==> src/rtl/spi_burst_writer.sv <==
// SPI-slave burst writer: command/address header, auto-increment bursts and a
// first-word fall-through write queue feeding the SRAM write arbiter.
module spi_burst_writer #(
  parameter int ADDR_W      = 19,
  parameter int DATA_W      = 8,
  parameter int ADDR_BYTES  = 3,
  parameter int FIFO_DEPTH  = 16,
  parameter int SYNC_STAGES = 2
) (
  input  logic                          MainClk,
  input  logic                          Reset,
  input  logic                          Sclk,
  input  logic                          Mosi,
  input  logic                          CSel,
  output logic                          MemWrReq,
  input  logic                          MemWrGrant,
  output logic [ADDR_W-1:0]             MemWrAddr,
  output logic [DATA_W-1:0]             MemWrData,
  output logic                          Busy,
  output logic                          Overflow,
  output logic [$clog2(FIFO_DEPTH):0]   FifoLevel
);

  localparam int WORD_BYTES = DATA_W / 8;
  localparam int PTR_W      = $clog2(FIFO_DEPTH);
  localparam int LVL_W      = PTR_W + 1;
  localparam int ENTRY_W    = ADDR_W + DATA_W;
  localparam int CNT_W      = 8;

  typedef enum logic [2:0] {IDLE, CMD, ADDR, DATA, IGNORE} RxState;

  RxState state, stateNext;

  logic [SYNC_STAGES-1:0] sclkSync, mosiSync, cselSync;
  logic sclkS, mosiS, cselS;
  logic sclkPrev, cselPrev;
  logic sclkRise, cselFall;

  logic [2:0]       bitCnt;
  logic [6:0]       bitShift;
  logic             byteValid;
  logic [7:0]       byteData;

  logic [CNT_W-1:0]  byteCnt, byteCntNext;
  logic              burstMode, burstNext;
  logic [ADDR_W-1:0] addrReg, addrNext;
  logic [DATA_W-1:0] wordNext;
  logic              pushReq;

  logic [ENTRY_W-1:0] fifoMem [FIFO_DEPTH];
  logic [PTR_W-1:0]   wrPtr, rdPtr;
  logic [LVL_W-1:0]   level;
  logic               fifoEmpty, fifoFull, pop, pushOk, drop;
  logic [ENTRY_W-1:0] headEntry;

  // CSel chain resets to "selected" so a frame already in flight at reset can
  // never produce a falling edge; the receiver waits for CSel to be seen high.
  always_ff @(posedge MainClk) begin
    if (Reset) begin
      sclkSync <= '0;
      mosiSync <= '0;
      cselSync <= '0;
      sclkPrev <= 1'b0;
      cselPrev <= 1'b0;
    end else begin
      sclkSync <= {sclkSync[SYNC_STAGES-2:0], Sclk};
      mosiSync <= {mosiSync[SYNC_STAGES-2:0], Mosi};
      cselSync <= {cselSync[SYNC_STAGES-2:0], CSel};
      sclkPrev <= sclkS;
      cselPrev <= cselS;
    end
  end

  assign sclkS    = sclkSync[SYNC_STAGES-1];
  assign mosiS    = mosiSync[SYNC_STAGES-1];
  assign cselS    = cselSync[SYNC_STAGES-1];
  assign sclkRise = sclkS & ~sclkPrev;
  assign cselFall = cselPrev & ~cselS;

  always_ff @(posedge MainClk) begin
    if (Reset) begin
      bitCnt   <= '0;
      bitShift <= '0;
    end else if (cselS) begin
      bitCnt <= '0;
    end else if (sclkRise && state != IDLE) begin
      bitCnt   <= bitCnt + 3'd1;
      bitShift <= {bitShift[5:0], mosiS};
    end
  end

  // The completed byte is consumed combinationally to keep push latency short.
  assign byteValid = sclkRise && !cselS && (state != IDLE) && (bitCnt == 3'd7);
  assign byteData  = {bitShift, mosiS};

  always_ff @(posedge MainClk) begin
    if (Reset) begin
      state     <= IDLE;
      byteCnt   <= '0;
      burstMode <= 1'b0;
      addrReg   <= '0;
    end else begin
      state     <= stateNext;
      byteCnt   <= byteCntNext;
      burstMode <= burstNext;
      addrReg   <= addrNext;
    end
  end

  always_comb begin
    stateNext   = state;
    byteCntNext = byteCnt;
    burstNext   = burstMode;
    addrNext    = addrReg;
    pushReq     = 1'b0;
    if (cselS) begin
      stateNext   = IDLE;
      byteCntNext = '0;
    end else begin
      case (state)
        IDLE: begin
          if (cselFall) begin
            stateNext   = CMD;
            byteCntNext = '0;
          end
        end
        CMD: begin
          if (byteValid) begin
            if (byteData == 8'h00) begin
              burstNext = 1'b0;
              stateNext = ADDR;
            end else if (byteData == 8'h01) begin
              burstNext = 1'b1;
              stateNext = ADDR;
            end else begin
              stateNext = IGNORE;
            end
          end
        end
        ADDR: begin
          // Shifting MSB first leaves only the low ADDR_W bits after the header.
          if (byteValid) begin
            addrNext = (addrReg << 8) | ADDR_W'(byteData);
            if (byteCnt == CNT_W'(ADDR_BYTES - 1)) begin
              byteCntNext = '0;
              stateNext   = DATA;
            end else begin
              byteCntNext = byteCnt + CNT_W'(1);
            end
          end
        end
        DATA: begin
          if (byteValid) begin
            if (byteCnt == CNT_W'(WORD_BYTES - 1)) begin
              byteCntNext = '0;
              pushReq     = 1'b1;
              if (burstMode) addrNext = addrReg + ADDR_W'(1);
            end else begin
              byteCntNext = byteCnt + CNT_W'(1);
            end
          end
        end
        IGNORE: begin
        end
        default: stateNext = IDLE;
      endcase
    end
  end

  if (WORD_BYTES == 1) begin : gSingleByte
    assign wordNext = byteData;
  end else begin : gMultiByte
    logic [DATA_W-9:0] wordShift;

    always_ff @(posedge MainClk) begin
      if (Reset) wordShift <= '0;
      else if (byteValid && state == DATA) wordShift <= wordNext[DATA_W-9:0];
    end

    assign wordNext = {wordShift, byteData};
  end

  // A push into a full queue survives only when the head leaves in the same cycle.
  assign fifoEmpty = (level == '0);
  assign fifoFull  = (level == LVL_W'(FIFO_DEPTH));
  assign pop       = !fifoEmpty && MemWrGrant;
  assign pushOk    = pushReq && (!fifoFull || pop);
  assign drop      = pushReq && !pushOk;

  always_ff @(posedge MainClk) begin
    if (pushOk) fifoMem[wrPtr] <= {addrReg, wordNext};
  end

  always_ff @(posedge MainClk) begin
    if (Reset) begin
      wrPtr    <= '0;
      rdPtr    <= '0;
      level    <= '0;
      Overflow <= 1'b0;
    end else begin
      if (pushOk) wrPtr <= wrPtr + PTR_W'(1);
      if (pop)    rdPtr <= rdPtr + PTR_W'(1);
      case ({pushOk, pop})
        2'b10:   level <= level + LVL_W'(1);
        2'b01:   level <= level - LVL_W'(1);
        default: level <= level;
      endcase
      if (drop) Overflow <= 1'b1;
    end
  end

  assign headEntry = fifoMem[rdPtr];
  assign MemWrReq  = !fifoEmpty;
  assign MemWrAddr = fifoEmpty ? '0 : headEntry[ENTRY_W-1:DATA_W];
  assign MemWrData = fifoEmpty ? '0 : headEntry[DATA_W-1:0];
  assign FifoLevel = level;
  assign Busy      = (state != IDLE) || !fifoEmpty;

endmodule

==> config.mk <==
export PLATFORM = sky130hd
export DESIGN_NAME = spi_burst_writer
export DESIGN_NICKNAME = d
export VERILOG_FILES = /design/src/rtl/spi_burst_writer.sv
export SDC_FILE = /design/constraint.sdc
export NUM_CORES = 1
export LEC_CHECK = 0
export BUFFER_PORTS_ARGS = -buffer_cell sky130_fd_sc_hd__buf_2
export CAP_MARGIN = 10
export CORE_ASPECT_RATIO = 1.4
export CORE_MARGIN = 1
export CORE_UTILIZATION = 62
export DETAILED_ROUTE_END_ITERATION = 10
export PLACE_DENSITY = 0.79
export SETUP_SLACK_MARGIN = 0.15
export SLEW_MARGIN = 20
export SYNTH_ARGS = -nofsm -noshare
export SYNTH_HDL_FRONTEND = slang
export SYNTH_SLANG_ARGS = --single-unit
==> constraint.sdc <==
create_clock -name MainClk -period 5.75 [get_ports MainClk]
set_input_delay 1.15 -clock MainClk [delete_from_list [all_inputs] [get_ports MainClk]]
set_output_delay 1.15 -clock MainClk [all_outputs]
set_load 0.05 [all_outputs]
==> results of run 1 <==
## routing by layer
layer,part of all wire (%),vias up
met5,0,-
met4,2.8,0
met3,6.7,81
met2,52,462
met1,38,5315
li1,-,4471
## critical path, stage by stage, from the launching register on
cell                      delay, ns
sky130_fd_sc_hd__dfxtp_1       0.34
sky130_fd_sc_hd__or4_4         0.56
sky130_fd_sc_hd__nor2_1        0.21
sky130_fd_sc_hd__inv_1         0.09
sky130_fd_sc_hd__nand2_1       0.79
sky130_fd_sc_hd__buf_4         0.37
sky130_fd_sc_hd__o22ai_1       0.16
sky130_fd_sc_hd__buf_2         0.29
## registers in the layout, indices dropped and copies added (netlist names), named ones only
name,count
sclkPrev,1
rdPtr,4
mosiSync,2
cselSync,2
burstMode,1
bitShift,7
state,3
bitCnt,3
sclkSync,2
addrReg,19
Overflow,1
fifoMem,432
byteCnt,8
cselPrev,1
wrPtr,4
FifoLevel,5
## final cells by class
type                    instances  area (µm²)
multi-input cells             513        5290
well taps                     395         494
fillers                      1926        9510
clock buffers                  64        1290
repair buffers                 55         350
inverters                      14        52.6
flip-flops and latches        499       14300
clock inverters                18         198
## cell usage after synthesis, drive strengths merged, types with 4 or more instances
cell	instances	share of area, %
edfxtp	432	65
mux4	108	12
mux2i	70	3.6
dfxtp	67	6.8
nor2	53	1.0
a21oi	33	0.85
clkbuf	32	0.61
nand2	29	0.56
o22ai	29	0.91
buf	27	0.69
nand3	17	0.43
o21ai	16	0.40
nor2b	15	0.47
ha	14	0.88
inv	14	0.26
nor3	11	0.28
nor4	11	0.42
a211oi	8	0.30
a31oi	8	0.25
nand2b	8	0.25
and2	6	0.19
and3	6	0.20
nand4	6	0.19
xnor2	6	0.26
a31o	5	0.22
a21o	4	0.15
nand3b	4	0.15
or3	4	0.13
## where the power goes
part	switching, W	internal [W]	leakage (nW)	total [W]
registers	0.0000919	0.00389	4.55	0.00399
logic	0.000909	0.000496	1.65	0.00140
clock network	0.00127	0.00174	0.727	0.00301
total	0.00227	0.00613	6.92	0.00840
## logic make-up (layout without fill, tap and decap cells)
family                   Yosys count  after routing
flip-flops                       499            499
AND/OR/NAND/NOR                  184            184
multiplexers                     179            179
AO/OA/AOI/OAI                    127            127
buffers and inverters             73            151
adder cells (fa/ha/maj)           15             15
XOR/XNOR                           8              8
## cell usage in the layout, fill, tap and decap left out, types with 5 or more instances in the layout
cell type and count:
sky130_fd_sc_hd__nand2_1 28, sky130_fd_sc_hd__a31o_2 5, sky130_fd_sc_hd__clkinv_2 6, sky130_fd_sc_hd__mux2i_1 69, sky130_fd_sc_hd__nor3_1 10, sky130_fd_sc_hd__o22ai_1 29, sky130_fd_sc_hd__nor4_1 6, sky130_fd_sc_hd__buf_4 12
sky130_fd_sc_hd__nand4_1 6, sky130_fd_sc_hd__a21oi_1 32, sky130_fd_sc_hd__nand3_1 17, sky130_fd_sc_hd__clkbuf_16 45, sky130_fd_sc_hd__xnor2_1 6, sky130_fd_sc_hd__buf_2 40, sky130_fd_sc_hd__edfxtp_1 432, sky130_fd_sc_hd__nor2b_1 15
sky130_fd_sc_hd__mux4_2 108, sky130_fd_sc_hd__clkbuf_8 9, sky130_fd_sc_hd__dfxtp_1 64, sky130_fd_sc_hd__and3_2 5, sky130_fd_sc_hd__nor2_1 49, sky130_fd_sc_hd__o21ai_0 16, sky130_fd_sc_hd__a31oi_1 8, sky130_fd_sc_hd__inv_1 14
sky130_fd_sc_hd__a211oi_1 8, sky130_fd_sc_hd__ha_1 14, sky130_fd_sc_hd__clkbuf_1 10, sky130_fd_sc_hd__nand2b_1 8
## path summary, 6_finish.rpt
| check | start | endpoint | slack [ns] | cells past startpoint |
|---|---|---|---|---|
| max | FifoLevel[0] | MemWrAddr[3] | 1.24 | 7 |
| min | mosiSync[0] | mosiSync[1] | 0.44 | 1 |
| max reg2reg | bitCnt[0] | fifoMem[12][9] | 2.41 | 8 |
| min reg2reg | mosiSync[0] | mosiSync[1] | 0.44 | 1 |
## per-stage QoR
step / cells / hold slack [ns] / setup slack (ns) / power (W)
2_1_floorplan: 1085 / 0.414 / 0.928 / 0.00516
3_3_place_gp: 1476 / 0.418 / 1.90 / 0.00547
3_5_place_dp: 1476 / 0.427 / 1.84 / 0.00548
4_1_cts: 1558 / 0.441 / 1.24 / 0.00844
5_1_grt: 1558 / 0.456 / 1.12 / 0.00864
6_report: 1558 / 0.437 / 1.24 / 0.00840
==> impl.org, run 1 <==
** Outcome
- Outcome :: completed

** Yosys
- Cells after Synth :: 1,085
- The synthesized netlist devotes 0.984% of its cell area to adder and majority cells.
- For this run, asynchronously set or reset flops after synthesis account for 0%.
- Distinct cell type count after synthesis :: 64
- After synthesis, flip-flops and latches occupy 72.2% of the total area.
- Post-synth design cell area :: 19,800 µm²
- Of the total synthesized cell area, the portion taken by AND, OR, NAND and NOR gates is 4.90%.
- Of the post-synthesis cell area, the part taken by muxes is 15.9%.
- Top_reg_cell synth :: sky130_fd_sc_hd__edfxtp_1
- The number of nets handed over by synthesis was 1,106.
- Share of the synthesized area in compound gates (AO/OA/AOI/OAI) :: 4.14%
- Fraction of synthesized cell area in xor and xnor cells :: 0.353%
- Post-synthesis sequential element count :: 499
- Counting flops with a built-in enable in the synthesized netlist gives 432.
- Post-synthesis average cell area :: 18.3 µm²
- Syn. warnings :: 0
- After synthesis, the largest family of logic cells by area is multiplexers.

** Final layout
- Syn-to-layout area delta :: 10.9%
- The net count of the finished layout is 1,148.
- Final cell utilization of the core :: 69.8%
- Antenna cell count :: 0
- Share of layout cells above drive strength 1 :: 23.6%
- The finished cells cover 22,000 µm².

** Global route
- In this run the most used layer during global routing was met2.
- Overflow left after global routing :: 0
- The via count of the first global-routing pass was 10,537.
- Met3 Track Usage GR :: 4.51%
- GRT Util Overall :: 26.3%
- Entering global routing, the biggest net connects 63 pins.
- Met2 usage :: 45.2%
- First-pass GRT wire length :: 62,500 µm
- The initial antenna violation count was 0.
- Met1 usage :: 34.0%

** Clock tree
- Clock tree synthesis inserted a total of 44 buffers.
- In this run the number of H-tree levels came out at 2.
- Clock tree from TritonCTS :: yes
- Clock-pin slew was measured on the worst setup and hold paths at 0.06 ns.
- Clock latency on the worst-skew pair, taken at its later pin, is 0.56 ns.
- Post-CTS repair changed the size of 0 cells.
- The number of setup buffers added after CTS is 0.
- Hold buffer count at cts :: 0
- Clock tree synthesis found a total of 499 sinks.
- Buffer cell driving the clock tree root :: sky130_fd_sc_hd__clkbuf_16
- The longest clock path from root to sink contains 3 buffers.

** Die
- Starting density of the core :: 63.0%
- Die area :: 32,700 µm²
- The core region is 31,500 µm².
- The die is 214 µm tall.
- 41 I/O pins were placed.
- X dimension of the die :: 153 µm
- After floorplanning, the core was divided into 77 placement rows.

** Placement
- After detailed placement, the total cell area comes to 20,500 µm².
- The count of buffers added on input and output ports is 40.
- The wire-length estimate of the detail-placed layout is 21,700 µm.
- Placer congestion estimate :: 0.809

** Power and ir drop
- Peak ir drop on the vdd network :: 0.293 mV
- Reported leakage power :: 6.92 nW
- In this run the power density over the cells is 382 nW/µm².

** Worst setup path
- Worst-path fanout max :: 17
- The critical path is of the reg -> out type.
- The worst setup path is launched from a flop.
- STA classifies the critical path endpoint as an output pin.
- Worst endpoint data arrival time :: 3.36 ns
- Data on the critical path is required at its endpoint by 4.60 ns.

** Route
- For this run, design rule violations remaining after detail routing come to 0.
- Across all layers, the routed design uses 10,329 vias.
- In this run, the number of DRC markers left after iteration 0 of detailed routing was 1,052.
- Dividing the detail-routed wire length by the instance count gives 26.6 µm.
- Ratio of routed vias to standard cells :: 6.63
- TritonRoute pass-1 iters :: 4
- Final WL :: 41,400 µm
- The count of nets left with antenna violations once routing finished came out at 0.

** STA
- The worst pin sits at a relative slew slack of 22.3%.
- Subtracting the final worst setup slack from the clock period gives 4.51 ns.
- The count of final hold-check violations came to 0.
- Setup total negative slack :: 0 ns
- Setup repair after global routing missed its margin :: no
- At the pin with the least slew margin, the transition time is 1.16 ns.
- For the final database, setup skew stands at 0.0185 ns.
- The final-report max-slew violation count is 0.
- Post-route fraction of the period consumed by the critical path :: 78.5%
- Setup violations remaining at the end of the flow were counted as 0.
- Fmax achieved :: 0.222 GHz

** Worst hold path
- Worst hold path class :: reg -> reg

** Run
- The tool flagged a number of max-cap violations equal to 0.
No activity file was read; power rests on OpenSTA's default activity.
==> inputs of run 2 (changes only) <==
Settings changed: ABC_AREA set to 1.
Clock period 5.75 ns to 4.65 ns, I/O delays scaled along.
==> impl.org, run 2 <==
** Yosys
- After synthesis, flip-flops and latches occupy 70.3% of the total area.
- Yosys mapped the design onto 37 distinct sky130hd cell types.
- The synthesized design contains 499 register bits.
- Top_reg_cell synth :: sky130_fd_sc_hd__edfxtp_1
- Counting every net in the synthesized netlist gives 1,765.
- Post-synth design cell area :: 20,400 µm²
- Main area contributors after synthesis :: sky130_fd_sc_hd__edfxtp_1, sky130_fd_sc_hd__dfxtp_1, sky130_fd_sc_hd__o21ai_0
- Fraction of synthesis flops using an asynchronous set or reset pin :: 0%
- Syn. warnings :: 0
- Cells after Synth :: 1,744
- Area share of the largest cell type after synthesis :: 63.7%
- Summed over all instances, the cell type with the most area after synthesis is sky130_fd_sc_hd__edfxtp_1.
- Counting flops with a built-in enable in the synthesized netlist gives 432.
- By count the netlist is led by sky130_fd_sc_hd__edfxtp_1, sky130_fd_sc_hd__nor2_1, sky130_fd_sc_hd__o21ai_0.
- Post-synthesis average cell area :: 11.7 µm²
- Most frequently used cell type in the post-synthesis netlist :: sky130_fd_sc_hd__edfxtp_1

** Clock tree
- TritonCTS built the clock tree.
- Hold buffer count at cts :: 0
- Clock-pin slew was measured on the worst setup and hold paths at 0.06 ns.
- In this run the deepest clock path goes through 3 buffers.
- Clock latency on the worst-skew pair, taken at its later pin, is 0.57 ns.
- The clock net in this run drives a total of 499 sinks.
- Post-CTS Repair Setup Buffers :: 0
- The tree is rooted in a sky130_fd_sc_hd__clkbuf_16.
- Gates resized during post-CTS repair numbered 0.
- The H-tree was split into 2 levels.
- Inserted Clock Buffers :: 44

** Final layout
- Syn-to-layout area delta :: 10.7%
- In the final layout, the share of cells above drive strength 1 is 10.7%.
- Commonest non-fill, non-tap cell in the layout :: sky130_fd_sc_hd__edfxtp_1
- Cells fill 69.6% of the core in the end.
- Top library cells by usage in the layout, fill and taps aside :: sky130_fd_sc_hd__edfxtp_1, sky130_fd_sc_hd__nor2_1, sky130_fd_sc_hd__o21ai_0, sky130_fd_sc_hd__nand2_1, sky130_fd_sc_hd__o221ai_1
- The register with the most flip-flops in the layout has 432 of them.
- After the last flow step, the layout net total stands at 1,782.
- Largest registers :: fifoMem (432), addrReg (19), byteCnt (8)
- The finished layout holds 2,235 standard cells, fillers aside.
- Ranked by flip-flop count, first place goes to fifoMem.
- The repair_antennas step left the layout with diodes totalling 0.

** Worst setup path
- The cell family contributing the most delay on the critical path is buffers and inverters.
- The critical path goes through buf_12 > o21ai_0 > o22ai_1 > nor2_1 > nor2_1 > o21ai_0 > a21oi_1 > buf_2.
- Worst endpoint required time :: 3.72 ns
- The worst setup path is launched from a flop.
- Delay contributed by the slowest stage of the critical path :: 0.55 ns
- STA classifies the critical path endpoint as an output pin.
- Worst Path Class, Setup :: reg -> out
- The critical path contains buffers and inverters numbering 2 combined.
- Along the worst path, the maximum fanout reaches 216.
- The slowest stage of the critical path belongs to the cell sky130_fd_sc_hd__buf_12.
- Worst endpoint data arrival time :: 3.10 ns

** Placement
- Placer congestion estimate :: 0.846
- In this run the tool buffered the top-level ports with 40 buffer cells.
- Half-perimeter wire length after detailed placement :: 26,300 µm
- Pre-CTS worst setup slack :: 1.32 ns
- Including well taps, the total number of placed cells is 2,155.

** Die
- Once the floorplan was initialized, standard cells occupied 62.9% of the core.
- Die area :: 33,600 µm²
- The die is 155 µm wide.
- The die is 216 µm tall.
- In this run the core area contains 78 standard-cell rows.
- Area of the core :: 32,400 µm²
- 41 I/O pins were placed.

** STA
- Fmax achieved :: 0.248 GHz
- The final-report max-slew violation count came to 0.
- In the post-route analysis, the smallest setup slack over all paths is 0.616 ns.
- Tmin final :: 4.03 ns
- Setup repair after global routing left no endpoint under its margin.
- For the pin with the worst max-slew slack, the measured transition is 1.06 ns.
- Setup total negative slack :: 0 ns
- On the final layout, the worst clock skew is 0.0280 ns.
- Setup violations remaining at the end of the flow were counted as 0.
- Number of endpoints with negative hold slack in the final report :: 0
- In this run the tightest slew margin relative to its limit is 28.9%.
- The final critical path takes up 86.8% of the cycle.

** Route
- Ratio of routed vias to standard cells :: 6.34
- TritonRoute pass-1 iters :: 6
- In the routed design, unresolved DRC markers number 0.
- Summed over all layers, the routed wires come to 48,800 µm.
- In this run, the number of DRC markers left after iteration 0 of detailed routing was 1,534.
- The count of nets left with antenna violations once routing finished came out at 0.
- Dividing the detail-routed wire length by the instance count gives 21.8 µm.
- Total via count in the routed design :: 14,168

** Power and ir drop
- Power Total :: 0.00907 W
- VDD sags by at most 0.364 mV.
- Cell area power density :: 402 nW/µm²
- Reported leakage power :: 7.64 nW

** Global route
- First-pass GRT wire length :: 74,500 µm
- Entering global routing, the biggest net connects 217 pins.
- The initial antenna violation count came to 0.
- For this run, the total global-route usage over all layers was measured as 29.4%.
- Overflow left after global routing :: 0
- The via count of the first global-routing pass was 13,707.

** Outcome
- The run finished with clean final reports.

** Worst hold path
- In this run the worst hold path is classified as reg -> reg.

** Run
- Max-cap violations in this run came to 0.
run 2: cell count changes after synthesis, sizes merged, moves of 58 or more:
cell / delta
o221ai: +78
o21ai: +265
nand2: +109
inv: +58
mux4: -108
mux2i: -70
nor2: +300
run 2: per-layer routing:
metal | share of wire (%) | track usage, % | vias to the layer above
li1 | - | - | 6348
met5 | 0 | 0 | -
met1 | 36 | 37.1 | 6789
met4 | 4.4 | 14.9 | 0
met3 | 9.9 | 4.02 | 167
met2 | 50 | 49.8 | 864
run 2: through the flow:
step	hold slack [ns]	area (µm²)
floorplan	0.388	20400
global placement	0.392	21100
detailed placement	0.402	21200
CTS	0.413	22600
global route	0.434	22600
finish	0.408	22600
run 2: report_power, final:
part           internal [W]  total [W]  switching [W]
clock               0.00198    0.00357        0.00159
sequential          0.00494    0.00509       0.000143
combinational      0.000117   0.000407       0.000290
total               0.00704    0.00907        0.00202
run 2: worst paths after layout:
check                    from  depth (start not counted)  slack [ns]        endpoint
setup / recovery         flop                          8        0.62   MemWrAddr[18]
hold / removal    sclkSync[0]                          2        0.41     sclkSync[1]
setup reg to reg   byteCnt[0]                         11        1.53  fifoMem[9][13]
hold reg to reg   sclkSync[0]                          2        0.41     sclkSync[1]
run 2: logic make-up (layout without fill, tap and decap cells):
kind of cell    count (synthesis)  after routing  synth area share (%)
xor+xnor                        8              8                 0.344
buf+inv                       176            227                  3.51
fa+ha+maj                      15             15                 0.958
simple gates                  583            583                  11.8
compound gates                463            463                  13.1
flops                         499            499                  70.3
run 2: area by class of cell:
type,instances,area [µm²]
inverters,75,287
fillers,2155,9840
multi-input cells,1069,5460
flip-flops and latches,499,14300
well taps,440,551
repair buffers,72,536
clock inverters,27,268
clock buffers,53,1130
run 2: worst min-delay path, stage by stage (launching register included):
cell and delay (ns):
sky130_fd_sc_hd__dfxtp_1 0.30, sky130_fd_sc_hd__inv_1 0.04, sky130_fd_sc_hd__nor2_1 0.03
